<file path="src/rtl/cpu_pkg.sv">
// Shared types and constants for the 8-bit CPU execute/writeback path.
// Holds the writeback entry layout and the flag-merge helper.
package cpu_pkg;

    localparam int DATA_W  = 8;
    localparam int RADDR_W = 2;

    localparam int FLAG_ZF = 0;
    localparam int FLAG_CF = 1;
    localparam int FLAG_OF = 2;
    localparam int FLAG_NF = 3;

    localparam logic [1:0] UNIT_ADD   = 2'd0;
    localparam logic [1:0] UNIT_LOGIC = 2'd1;
    localparam logic [1:0] UNIT_MUL   = 2'd2;
    localparam logic [1:0] UNIT_PASS  = 2'd3;

    // Flags returned for a unit select that names no real unit: ZF only.
    localparam logic [7:0] BAD_UNIT_FLAGS = 8'h01;

    typedef struct packed {
        logic [RADDR_W-1:0] rd;
        logic               wen;
        logic [3:0]         fmask;
        logic [DATA_W-1:0]  result;
        logic [3:0]         flags;
    } wb_entry_t;

    localparam int ENTRY_W = $bits(wb_entry_t);

    function automatic logic [3:0] merge_flags(input logic [3:0] cur,
                                               input logic [3:0] upd,
                                               input logic [3:0] mask);
        return (cur & ~mask) | (upd & mask);
    endfunction

endpackage

</file>
<file path="src/rtl/exec_writeback_if.sv">
// Execute-side, writeback-side and bypass signals of exec_writeback.
// Handshakes: a transfer happens on a rising edge where valid & ready are both 1; valid never waits on ready.
interface exec_writeback_if #(
    parameter int NUM_UNITS = 4
);
    import cpu_pkg::*;

    logic                          ex_valid;
    logic                          ex_ready;
    logic [1:0]                    ex_unit_sel;
    logic [NUM_UNITS*DATA_W-1:0]   ex_res_bus;
    logic [NUM_UNITS*8-1:0]        ex_flags_bus;
    logic [RADDR_W-1:0]            ex_rd;
    logic                          ex_wen;
    logic [3:0]                    ex_fmask;

    logic                          wb_valid;
    logic                          wb_ready;
    logic                          wb_we;
    logic [RADDR_W-1:0]            wb_rd;
    logic [DATA_W-1:0]             wb_data;
    logic [7:0]                    flags_q;

    logic [RADDR_W-1:0]            rs_addr;
    logic                          rs_hit;
    logic [DATA_W-1:0]             rs_data;

    modport slave (
        input  ex_valid, ex_unit_sel, ex_res_bus, ex_flags_bus, ex_rd, ex_wen, ex_fmask,
        input  wb_ready, rs_addr,
        output ex_ready, wb_valid, wb_we, wb_rd, wb_data, flags_q, rs_hit, rs_data
    );

    modport master (
        output ex_valid, ex_unit_sel, ex_res_bus, ex_flags_bus, ex_rd, ex_wen, ex_fmask,
        output wb_ready, rs_addr,
        input  ex_ready, wb_valid, wb_we, wb_rd, wb_data, flags_q, rs_hit, rs_data
    );

endinterface

</file>
<file path="src/rtl/wb_skid_fifo.sv">
// Two-entry in-order FIFO with a registered head; slot0 is always the head, slot1 the tail.
module wb_skid_fifo #(
    parameter int W = 8
) (
    input  logic         clk_i,
    input  logic         rst_i,
    input  logic         in_valid_i,
    output logic         in_ready_o,
    input  logic [W-1:0] in_data_i,
    output logic         out_valid_o,
    input  logic         out_ready_i,
    output logic [W-1:0] head_o,
    output logic [W-1:0] tail_o,
    output logic [1:0]   count_o
);

    logic [W-1:0] slot0_q, slot0_d;
    logic [W-1:0] slot1_q, slot1_d;
    logic [1:0]   count_q, count_d;
    logic         push, pop;

    // Ready depends only on stored occupancy, so a full FIFO refuses a push even while draining.
    assign in_ready_o  = (count_q != 2'd2);
    assign out_valid_o = (count_q != 2'd0);
    assign push        = in_valid_i & in_ready_o;
    assign pop         = out_valid_o & out_ready_i;

    always_comb begin
        slot0_d = slot0_q;
        slot1_d = slot1_q;
        count_d = count_q;
        case ({push, pop})
            2'b10: begin
                count_d = count_q + 2'd1;
                if (count_q == 2'd0) begin
                    slot0_d = in_data_i;
                end else begin
                    slot1_d = in_data_i;
                end
            end
            2'b01: begin
                count_d = count_q - 2'd1;
                slot0_d = slot1_q;
                slot1_d = '0;
            end
            // Push and pop together only happen at count 1: the new entry replaces the head.
            2'b11: begin
                slot0_d = in_data_i;
            end
            default: begin
            end
        endcase
    end

    always_ff @(posedge clk_i) begin
        if (rst_i) begin
            slot0_q <= '0;
            slot1_q <= '0;
            count_q <= 2'd0;
        end else begin
            slot0_q <= slot0_d;
            slot1_q <= slot1_d;
            count_q <= count_d;
        end
    end

    assign head_o  = slot0_q;
    assign tail_o  = slot1_q;
    assign count_o = count_q;

endmodule

</file>
<file path="src/rtl/exec_writeback.sv">
// Execute->writeback stage: selects the issuing unit's result/flags, buffers them, commits in order.
// Define FWD_BYPASS_EN to enable the rs_addr lookup into buffered entries.
module exec_writeback
    import cpu_pkg::*;
#(
    parameter int NUM_UNITS = 4
) (
    input logic              clk,
    input logic              rst,
    exec_writeback_if.slave  ex_if
);

    logic [DATA_W-1:0]  sel_res;
    logic [7:0]         sel_flags;
    wb_entry_t          in_entry;
    wb_entry_t          head;
    wb_entry_t          tail;
    logic [ENTRY_W-1:0] head_bits;
    logic [ENTRY_W-1:0] tail_bits;
    logic [1:0]         fifo_count;
    logic               fifo_out_valid;
    logic               commit;
    logic [3:0]         flags_lo_q, flags_lo_d;

    always_comb begin
        sel_res   = '0;
        sel_flags = BAD_UNIT_FLAGS;
        for (int k = 0; k < NUM_UNITS; k++) begin
            if (int'(ex_if.ex_unit_sel) == k) begin
                sel_res   = ex_if.ex_res_bus[k*DATA_W +: DATA_W];
                sel_flags = ex_if.ex_flags_bus[k*8 +: 8];
            end
        end
    end

    always_comb begin
        in_entry        = '0;
        in_entry.rd     = ex_if.ex_rd;
        in_entry.wen    = ex_if.ex_wen;
        in_entry.fmask  = ex_if.ex_fmask;
        in_entry.result = sel_res;
        in_entry.flags  = sel_flags[3:0];
    end

    wb_skid_fifo #(
        .W (ENTRY_W)
    ) u_fifo (
        .clk_i       (clk),
        .rst_i       (rst),
        .in_valid_i  (ex_if.ex_valid),
        .in_ready_o  (ex_if.ex_ready),
        .in_data_i   (in_entry),
        .out_valid_o (fifo_out_valid),
        .out_ready_i (ex_if.wb_ready),
        .head_o      (head_bits),
        .tail_o      (tail_bits),
        .count_o     (fifo_count)
    );

    assign head = wb_entry_t'(head_bits);
    assign tail = wb_entry_t'(tail_bits);

    assign commit         = fifo_out_valid & ex_if.wb_ready;
    assign ex_if.wb_valid = fifo_out_valid;
    assign ex_if.wb_we    = head.wen;
    assign ex_if.wb_rd    = head.rd;
    assign ex_if.wb_data  = head.result;

    // Architectural flags only change on commit, under the entry's own mask.
    always_comb begin
        flags_lo_d = flags_lo_q;
        if (commit) begin
            flags_lo_d = merge_flags(flags_lo_q, head.flags, head.fmask);
        end
    end

    always_ff @(posedge clk) begin
        if (rst) begin
            flags_lo_q <= 4'h0;
        end else begin
            flags_lo_q <= flags_lo_d;
        end
    end

    assign ex_if.flags_q = {4'b0000, flags_lo_q};

    logic unused_flags_hi;
    assign unused_flags_hi = ^sel_flags[7:4];

`ifdef FWD_BYPASS_EN
    logic hit_head, hit_tail;

    assign hit_head = (fifo_count != 2'd0) && head.wen && (head.rd == ex_if.rs_addr);
    assign hit_tail = (fifo_count == 2'd2) && tail.wen && (tail.rd == ex_if.rs_addr);

    // The tail is younger than the head, so it wins when both match.
    always_comb begin
        ex_if.rs_hit  = hit_head | hit_tail;
        ex_if.rs_data = '0;
        if (hit_tail) begin
            ex_if.rs_data = tail.result;
        end else if (hit_head) begin
            ex_if.rs_data = head.result;
        end
    end
`else
    logic unused_bypass;
    assign unused_bypass = ^{ex_if.rs_addr, tail_bits, fifo_count};
    assign ex_if.rs_hit  = 1'b0;
    assign ex_if.rs_data = '0;
`endif

endmodule

</file>
<file path="src/flat_wrapper.sv">
// flat-port wrapper written by rule: the top's interface ports become plain ports
module exec_writeback_flat import cpu_pkg::*;
#(
    parameter int NUM_UNITS = 4
)
  (clk, rst, ex_if_ex_valid, ex_if_ex_unit_sel, ex_if_ex_res_bus, ex_if_ex_flags_bus, ex_if_ex_rd, ex_if_ex_wen, ex_if_ex_fmask, ex_if_wb_ready, ex_if_rs_addr, ex_if_ex_ready, ex_if_wb_valid, ex_if_wb_we, ex_if_wb_rd, ex_if_wb_data, ex_if_flags_q, ex_if_rs_hit, ex_if_rs_data);
  exec_writeback_if #(.NUM_UNITS(NUM_UNITS)) ex_if_i ();
  input logic clk;
  input logic rst;
  input wire logic [$bits(ex_if_i.ex_valid)-1:0] ex_if_ex_valid;
  input wire logic [$bits(ex_if_i.ex_unit_sel)-1:0] ex_if_ex_unit_sel;
  input wire logic [$bits(ex_if_i.ex_res_bus)-1:0] ex_if_ex_res_bus;
  input wire logic [$bits(ex_if_i.ex_flags_bus)-1:0] ex_if_ex_flags_bus;
  input wire logic [$bits(ex_if_i.ex_rd)-1:0] ex_if_ex_rd;
  input wire logic [$bits(ex_if_i.ex_wen)-1:0] ex_if_ex_wen;
  input wire logic [$bits(ex_if_i.ex_fmask)-1:0] ex_if_ex_fmask;
  input wire logic [$bits(ex_if_i.wb_ready)-1:0] ex_if_wb_ready;
  input wire logic [$bits(ex_if_i.rs_addr)-1:0] ex_if_rs_addr;
  output wire logic [$bits(ex_if_i.ex_ready)-1:0] ex_if_ex_ready;
  output wire logic [$bits(ex_if_i.wb_valid)-1:0] ex_if_wb_valid;
  output wire logic [$bits(ex_if_i.wb_we)-1:0] ex_if_wb_we;
  output wire logic [$bits(ex_if_i.wb_rd)-1:0] ex_if_wb_rd;
  output wire logic [$bits(ex_if_i.wb_data)-1:0] ex_if_wb_data;
  output wire logic [$bits(ex_if_i.flags_q)-1:0] ex_if_flags_q;
  output wire logic [$bits(ex_if_i.rs_hit)-1:0] ex_if_rs_hit;
  output wire logic [$bits(ex_if_i.rs_data)-1:0] ex_if_rs_data;
  assign ex_if_i.ex_valid = ex_if_ex_valid;
  assign ex_if_i.ex_unit_sel = ex_if_ex_unit_sel;
  assign ex_if_i.ex_res_bus = ex_if_ex_res_bus;
  assign ex_if_i.ex_flags_bus = ex_if_ex_flags_bus;
  assign ex_if_i.ex_rd = ex_if_ex_rd;
  assign ex_if_i.ex_wen = ex_if_ex_wen;
  assign ex_if_i.ex_fmask = ex_if_ex_fmask;
  assign ex_if_i.wb_ready = ex_if_wb_ready;
  assign ex_if_i.rs_addr = ex_if_rs_addr;
  assign ex_if_ex_ready = ex_if_i.ex_ready;
  assign ex_if_wb_valid = ex_if_i.wb_valid;
  assign ex_if_wb_we = ex_if_i.wb_we;
  assign ex_if_wb_rd = ex_if_i.wb_rd;
  assign ex_if_wb_data = ex_if_i.wb_data;
  assign ex_if_flags_q = ex_if_i.flags_q;
  assign ex_if_rs_hit = ex_if_i.rs_hit;
  assign ex_if_rs_data = ex_if_i.rs_data;
  exec_writeback #(.NUM_UNITS(NUM_UNITS)) u_core (.clk(clk), .rst(rst), .ex_if(ex_if_i));
endmodule
</file>
<file path="config.mk">
export PLATFORM = sky130hd
export DESIGN_NAME = exec_writeback_flat
export DESIGN_NICKNAME = d
export VERILOG_FILES = /design/src/rtl/cpu_pkg.sv /design/src/rtl/exec_writeback_if.sv /design/src/rtl/wb_skid_fifo.sv /design/src/rtl/exec_writeback.sv /design/src/flat_wrapper.sv
export SDC_FILE = /design/constraint.sdc
export NUM_CORES = 1
export LEC_CHECK = 0
export ABC_CLOCK_PERIOD_IN_PS = 2700
export CAP_MARGIN = 20
export CELL_PAD_IN_SITES_DETAIL_PLACEMENT = 1
export CELL_PAD_IN_SITES_GLOBAL_PLACEMENT = 1
export CORE_MARGIN = 4
export CORE_UTILIZATION = 30
export DETAILED_ROUTE_END_ITERATION = 8
export PLACE_DENSITY_LB_ADDON = 0.1
export SYNTH_ARGS = -nofsm -noshare
export SYNTH_HDL_FRONTEND = slang
export SYNTH_SLANG_ARGS = --single-unit
</file>
<file path="constraint.sdc">
create_clock -name clk -period 2.7 [get_ports clk]
set_input_delay 0.27 -clock clk [delete_from_list [all_inputs] [get_ports clk]]
set_output_delay 0.27 -clock clk [all_outputs]
set_load 0.005 [all_outputs]
</file>
After elaboration in Yosys (flattened, before gate mapping)
Index checks and enable logic that the tools add are counted.
- register bits: 44
- reduce and logical (&&, ||, !) cells: 7
- equality and inequality tests: 9
- bitwise gates (word level): 6
- multiplexer cells: 13
- add/subtract/negate cells: 2
- operators with widths (kind ; count):
    19-bit case mux with 3 select lines ; 1
    19-bit two-way mux ; 2
    19-bit case mux with 2 select lines ; 1
    8-bit two-way mux ; 4
    4-bit two-way mux ; 4
    4-bit bitwise AND ; 2
    2-bit == test (second input constant) ; 4
    2-bit inequality test (second input constant) ; 3
    2-bit by 1-bit == test with 1-bit output (second input constant) ; 2
    2-bit logical NOT ; 2
    4-bit inverter ; 1
    4-bit bitwise OR ; 1
    2-bit case mux with 2 select lines ; 1
    2-bit AND reduction ; 2
    2-bit nonzero test ; 2
    3-bit nonzero test ; 1
    2-bit by 1-bit adder with 2-bit output (second input constant) ; 1
    1-bit bitwise AND ; 2
    2-bit by 1-bit subtractor with 2-bit output (second input constant) ; 1

Depth between registers and ports, before layout
- word-level depth: 7
- depth in mapped cells: 10
- mapped depth without buffers: 7

Modules after synthesis
A second synthesis with hierarchy kept.
- cell total of the unflattened synthesis: 198
- area, all modules: 2264.7 µm²
- modules (own cells, without submodules) (module ; sequential area each (µm²) ; times used ; area an instance (µm²) ; cells each):
    wb_skid_fifo ; 800.8 ; 1 ; 1679.1 ; 150
    exec_writeback ; 80.1 ; 1 ; 585.6 ; 48

Worst setup path before layout
No wires, ideal clock.
- kind: register -> register
- from: reg u_core.u_fifo.count_q[1], in the netlist u_core.u_fifo.count_o[1]
- to: reg u_core.u_fifo.slot0_q[10], in the netlist u_core.u_fifo.head_o[10]
- path slack: 0.539 ns
- stages on the path, launching flop included: 10
- buffers on the path: 4
- arrival: 2.073 ns
- cell sequence: dfxtp_1 > o21ai_4 > inv_2 > clkbuf_1 > ha_1 > buf_2 > buf_2 > clkbuf_1 > nand2_1 > a311oi_2
- word-level cells in the longest chain between the ends: 5
- elaborated cells on any way between the ends: 12
- those cells by class: 5 x eq/ne; 1 x mux; 2 x bitwise; 4 x reduce/logical
- ends and longest elaborated chain (item ; RTL line ; RTL):
    start, declared ; wb_skid_fifo.sv:19 ; logic [1:0] count_q, count_d;
    start signal, assigned ; wb_skid_fifo.sv:63 ; count_q <= count_d;
    2-bit nonzero test (*) ; wb_skid_fifo.sv:24 ; assign out_valid_o = (count_q != 2'd0);
    1-bit bitwise AND (*) ; -- ;
    named net u_core.commit ; exec_writeback.sv:22 ; logic commit;
    2-bit == test or 2-bit by 1-bit == test with 1-bit output (tied branches) ; wb_skid_fifo.sv:32 ; case ({push, pop})
    2-bit inequality test (no source line) or 3-bit nonzero test (tied branches) ; -- ;
    2-bit AND reduction (no source line) ; -- ;
    end signal, assigned ; wb_skid_fifo.sv:61 ; slot0_q <= slot0_d;
    end, declared ; wb_skid_fifo.sv:17 ; logic [W-1:0] slot0_q, slot0_d;
The timed path passes the listed nets; every way through them passes the cells marked *.
A chain may end at the register's enable or synchronous reset.

Worst setup path in the final report
- from: reg u_core.u_fifo.count_q[0], in the netlist u_core.u_fifo.count_o[0]
- to: reg u_core.u_fifo.slot1_q[8], in the netlist u_core.u_fifo.tail_o[8]
- word-level cells in the longest chain between the ends: 5
- elaborated cells on any way between the ends: 11
- those cells by class: 4 x eq/ne; 1 x mux; 2 x bitwise; 4 x reduce/logical
- ends and longest elaborated chain (item ; RTL line ; RTL):
    2-bit inequality test or 2-bit nonzero test (tied branches) ; wb_skid_fifo.sv:23, wb_skid_fifo.sv:24 ;
    1-bit bitwise AND (on tied branches) ; wb_skid_fifo.sv:25, wb_skid_fifo.sv:26 ;
    2-bit == test or 2-bit by 1-bit == test with 1-bit output (tied branches) ; wb_skid_fifo.sv:32 ;
    2-bit inequality test (no source line) or 2-bit nonzero test (tied branches) ; -- ;
    2-bit AND reduction (no source line) ; -- ;
    end signal, assigned ; wb_skid_fifo.sv:62 ; slot1_q <= slot1_d;
    end, declared ; wb_skid_fifo.sv:18 ; logic [W-1:0] slot1_q, slot1_d;
Parallel ways exist; a longest one is shown, timed or not.

==> summary by stage <==
Synth
During synthesis, Yosys emitted a total of 0 warnings. Of the post-synthesis cell area, the dominant cell type holds 0.359. The adder-cell share of the synthesized area is 0.0102.

The share of synthesized registers carrying an async set or reset is 0. The most used flip-flop cell after synthesis is dfxtp_1. The largest total area in the synthesized netlist belongs to dfxtp_1.

After synthesis, the largest family of logic cells by area is compound AO/OA/AOI/OAI gates. The post-synthesis average cell area is 9.02 µm². The sequential-to-total area share from yosys stat is 0.359. The compound-gate portion of the synthesized area is 0.249. The number of synthesized flops with an enable pin is 0. The post-synthesis cell area is 2450 µm². Yosys attributes the largest share of cell area to dfxtp_1 36%, mux2i_1 13%, buf_4 7.3%, a21oi_1 4.9%, o22a_1 4.3%. The mux share of post-synthesis cell area is 0.127. Of the total synthesized cell area, the portion taken by XOR and XNOR cells is 0.00714. Of the total synthesized cell area, the portion taken by AND, OR, NAND and NOR gates is 0.112. The instance count of the mapped netlist is 272. The flip-flop and latch count after synthesis is 44. The distinct cell type count after synthesis is 31.

Timing
The aggregate negative setup slack is 0 ns. The number of slew-limit violations in the final report is 0. Setup repair after global routing left no endpoint under its margin. Measured against its own limit, the worst slew margin works out to 0.387. The worst path in the final design needs a cycle of 2.27 ns, including I/O delays and setup. The number of hold-slack violations in the final timing report was 0. The clock arrives with 0.00857 ns of skew.

The final count of negative-setup-slack endpoints is 0. Based on the critical path, the design can be clocked at up to 0.441 GHz. The worst-case setup margin in the final layout is 0.430 ns. The final critical-path share of the clock period is 0.841. At the pin with the least slew margin, the transition time is 0.920 ns.

Clocking
The quantity of gates resized following cts is 0. The clock reaches the later pin of the worst-skew pair after 0.30 ns. The H-tree was split into 2 levels. The cell at the root of the clock tree is clkbuf_8. Buffers inserted during clock tree synthesis total 5.

The number of setup buffers added after CTS is 0. Counting every sink on the clock net gives 44. The number of hold buffers added after CTS was 0.

The clock tree buffer depth is 2. The register clock-pin slew on the reported worst setup and hold paths is 0.08 ns. The TritonCTS clock tree is done.

Place
At the end of routability-driven placement, the weighted congestion stood at 0.740. Timing analysis after detailed placement gives a worst setup slack of 0.299 ns. During placement, the flow inserted port buffers numbering 77.

Detailed placement finished with a half-perimeter wire length of 5340 µm.

Floorplan
The core area is 7850 µm². The row count is 32. The boundary pin count is 109. For this configuration, the core starts out at a cell density of 0.313. The die boundary width is 98.4 µm. The area enclosed by the die boundary is 9680 µm².

The die is 98.4 µm tall.

Power and ir drop
The fraction of power consumed by combinational cells is 0.478. The internal power of the cells totals 1650 µW. The analysis attributes to cell leakage a power of 0.00122 µW. The share of total power dissipated in sequential elements is 0.376. Of the total power, the share spent switching nets is 0.392. In this run the power spent charging and discharging nets is 1070 µW. The worst-case IR drop observed on VDD is 0.541 mV.

The total power density per cell area is 838 nW/µm². The portion of total power attributed to the clock network is 0.146.

Detailed routing
The mean routed wirelength per cell is 16.5 µm. The number of search-and-repair iterations in the first detailed-routing pass is 4. The number of DRC violations after detailed-routing iteration 0 is 94. Dividing the detail-routed via count by the number of cells gives 5.03.

The total wirelength of the detailed-routed design is 7120 µm. The count of nets left with antenna violations once routing finished came out at 0. After detailed routing, the number of remaining DRC violations is 0. The count of vias placed by the detailed router is 2168.

Critical path
Along the worst path, the maximum fanout reaches 12. STA puts the critical path data arrival time at 2.50 ns. The worst setup path is captured at a register. The required time reported for the critical path endpoint is 2.93 ns.

The kind of critical path is register to register. The sort of element at the start of the critical path is a register.

Global routing
The via count of the first global-routing pass is 2253. The initial antenna violation count is 0. The first global-routing pass estimated 11800 µm of wire. The total routing resource utilization after global routing is 0.151.

The total overflow reported by the global router is 0. The pin count of the biggest net entering global routing is 25.

Finish
The share of the core filled with cells in the final layout is 0.413. Compared with the post-synthesis result, the final layout area differs by 32.2%. In the final design database the tool counted 410 nets. Leaving out fill and tap cells, the most frequent cell in the layout is clkdlybuf4s50_1.

The top cell types in the final layout, fill and taps aside, are 77 x clkdlybuf4s50_1, 44 x dfxtp_1, 31 x mux2i_1, 24 x a21oi_1, 19 x nor3_1. Of the cells placed in the final design, the portion with a size suffix greater than 1 is 0.0912. The number of antenna diodes in the final layout is 0.

Flow run
Across the run, the number of max-cap violations was 0.

Status
The flow ran to the end, and the final reports show no timing, DRC or antenna violations.

Min path
In this run the worst hold path is classified as register to register.
[per-layer routing]
layer	up-vias	part of all wire	GRT usage
met5	-	0	0
met4	0	0.017	0.0504
met3	10	0.041	0.0255
met2	53	0.49	0.259
met1	1030	0.45	0.191
li1	1075	-	-
[power by group through the flow]
stage | Clock [µW] | Sequential (µW) | Combinational [µW]
after floorplan | 0 | 978 | 996
after global placement | 0 | 1030 | 1310
after detailed placement | 0 | 1040 | 1320
after CTS | 410 | 1020 | 1320
after global routing | 436 | 1060 | 1460
final | 396 | 1020 | 1300
[state kept, by name (all words and copies together), names as in the netlist, named ones only]
| register | flops |
|---|---|
| u_core.u_fifo.count_o | 2 |
| u_core.u_fifo.tail_o | 19 |
| u_core.u_fifo.head_o | 19 |
[stage by stage]
stage	std cells	cell area [µm²]	power, µW	hold WS [ns]
6_report	431	3240	2720	0.482
5_1_grt	431	3240	2950	0.509
4_1_cts	431	3240	2760	0.483
3_5_place_dp	424	3170	2360	0.471
3_3_place_gp	424	3170	2340	0.461
2_1_floorplan	284	2500	1970	0.418
[cell families (layout without fill, tap and decap cells)]
group | after synthesis | count (layout)
DFF | 44 | 44
muxes | 31 | 31
and+or+nand+nor | 56 | 56
adders and majority gates | 2 | 2
xor gates and xnor gates | 2 | 2
other | 1 | 13
buffers and inverters | 55 | 100
AOI/OAI and AO/OA | 81 | 81
[cell usage after synthesis, types with 2 or more instances]
library cell  instances
nor3_1               19
ha_1                  2
inv_1                 6
a21oi_1              24
buf_2                 8
o22a_1               12
a311oi_1              9
o21ai_0              12
clkbuf_1             13
a311oi_2              3
buf_6                 3
nor2b_1               2
nor3b_1               2
mux2i_1              31
nand2_1              13
dfxtp_1              44
buf_4                24
o31ai_1              12
or2_2                 2
nand2b_1              2
nor2_1                3
a211oi_2              7
nand3_1              11
[worst paths after layout]
check                                 from                        to  slack [ns]  cells after the start
setup / recovery  u_core.u_fifo.count_o[0]   u_core.u_fifo.tail_o[8]        0.43                      8
hold / removal    u_core.u_fifo.tail_o[16]  u_core.u_fifo.tail_o[16]        0.48                      2
setup reg to reg  u_core.u_fifo.count_o[0]   u_core.u_fifo.tail_o[8]        0.43                      8
hold reg to reg   u_core.u_fifo.tail_o[16]  u_core.u_fifo.tail_o[16]        0.48                      2
[cell type report]
class / instances / area, µm²
clock buffer: 6 / 72.6
clock inverter: 1 / 5.00
fill: 931 / 4600
inverter: 7 / 26.3
multi-input combinational: 185 / 1290
sequential: 44 / 881
tap: 102 / 128
timing repair buffer: 86 / 838
[critical path: stages, from the launching register on]
cell and delay (ns):
dfxtp_1 0.54, nand2b_1 0.18, nand2_1 0.08, inv_1 0.06
ha_1 0.21, nor3b_1 0.67, nor2_1 0.09, buf_4 0.22
a21oi_1 0.16
Power figures use the tool's default switching activity.
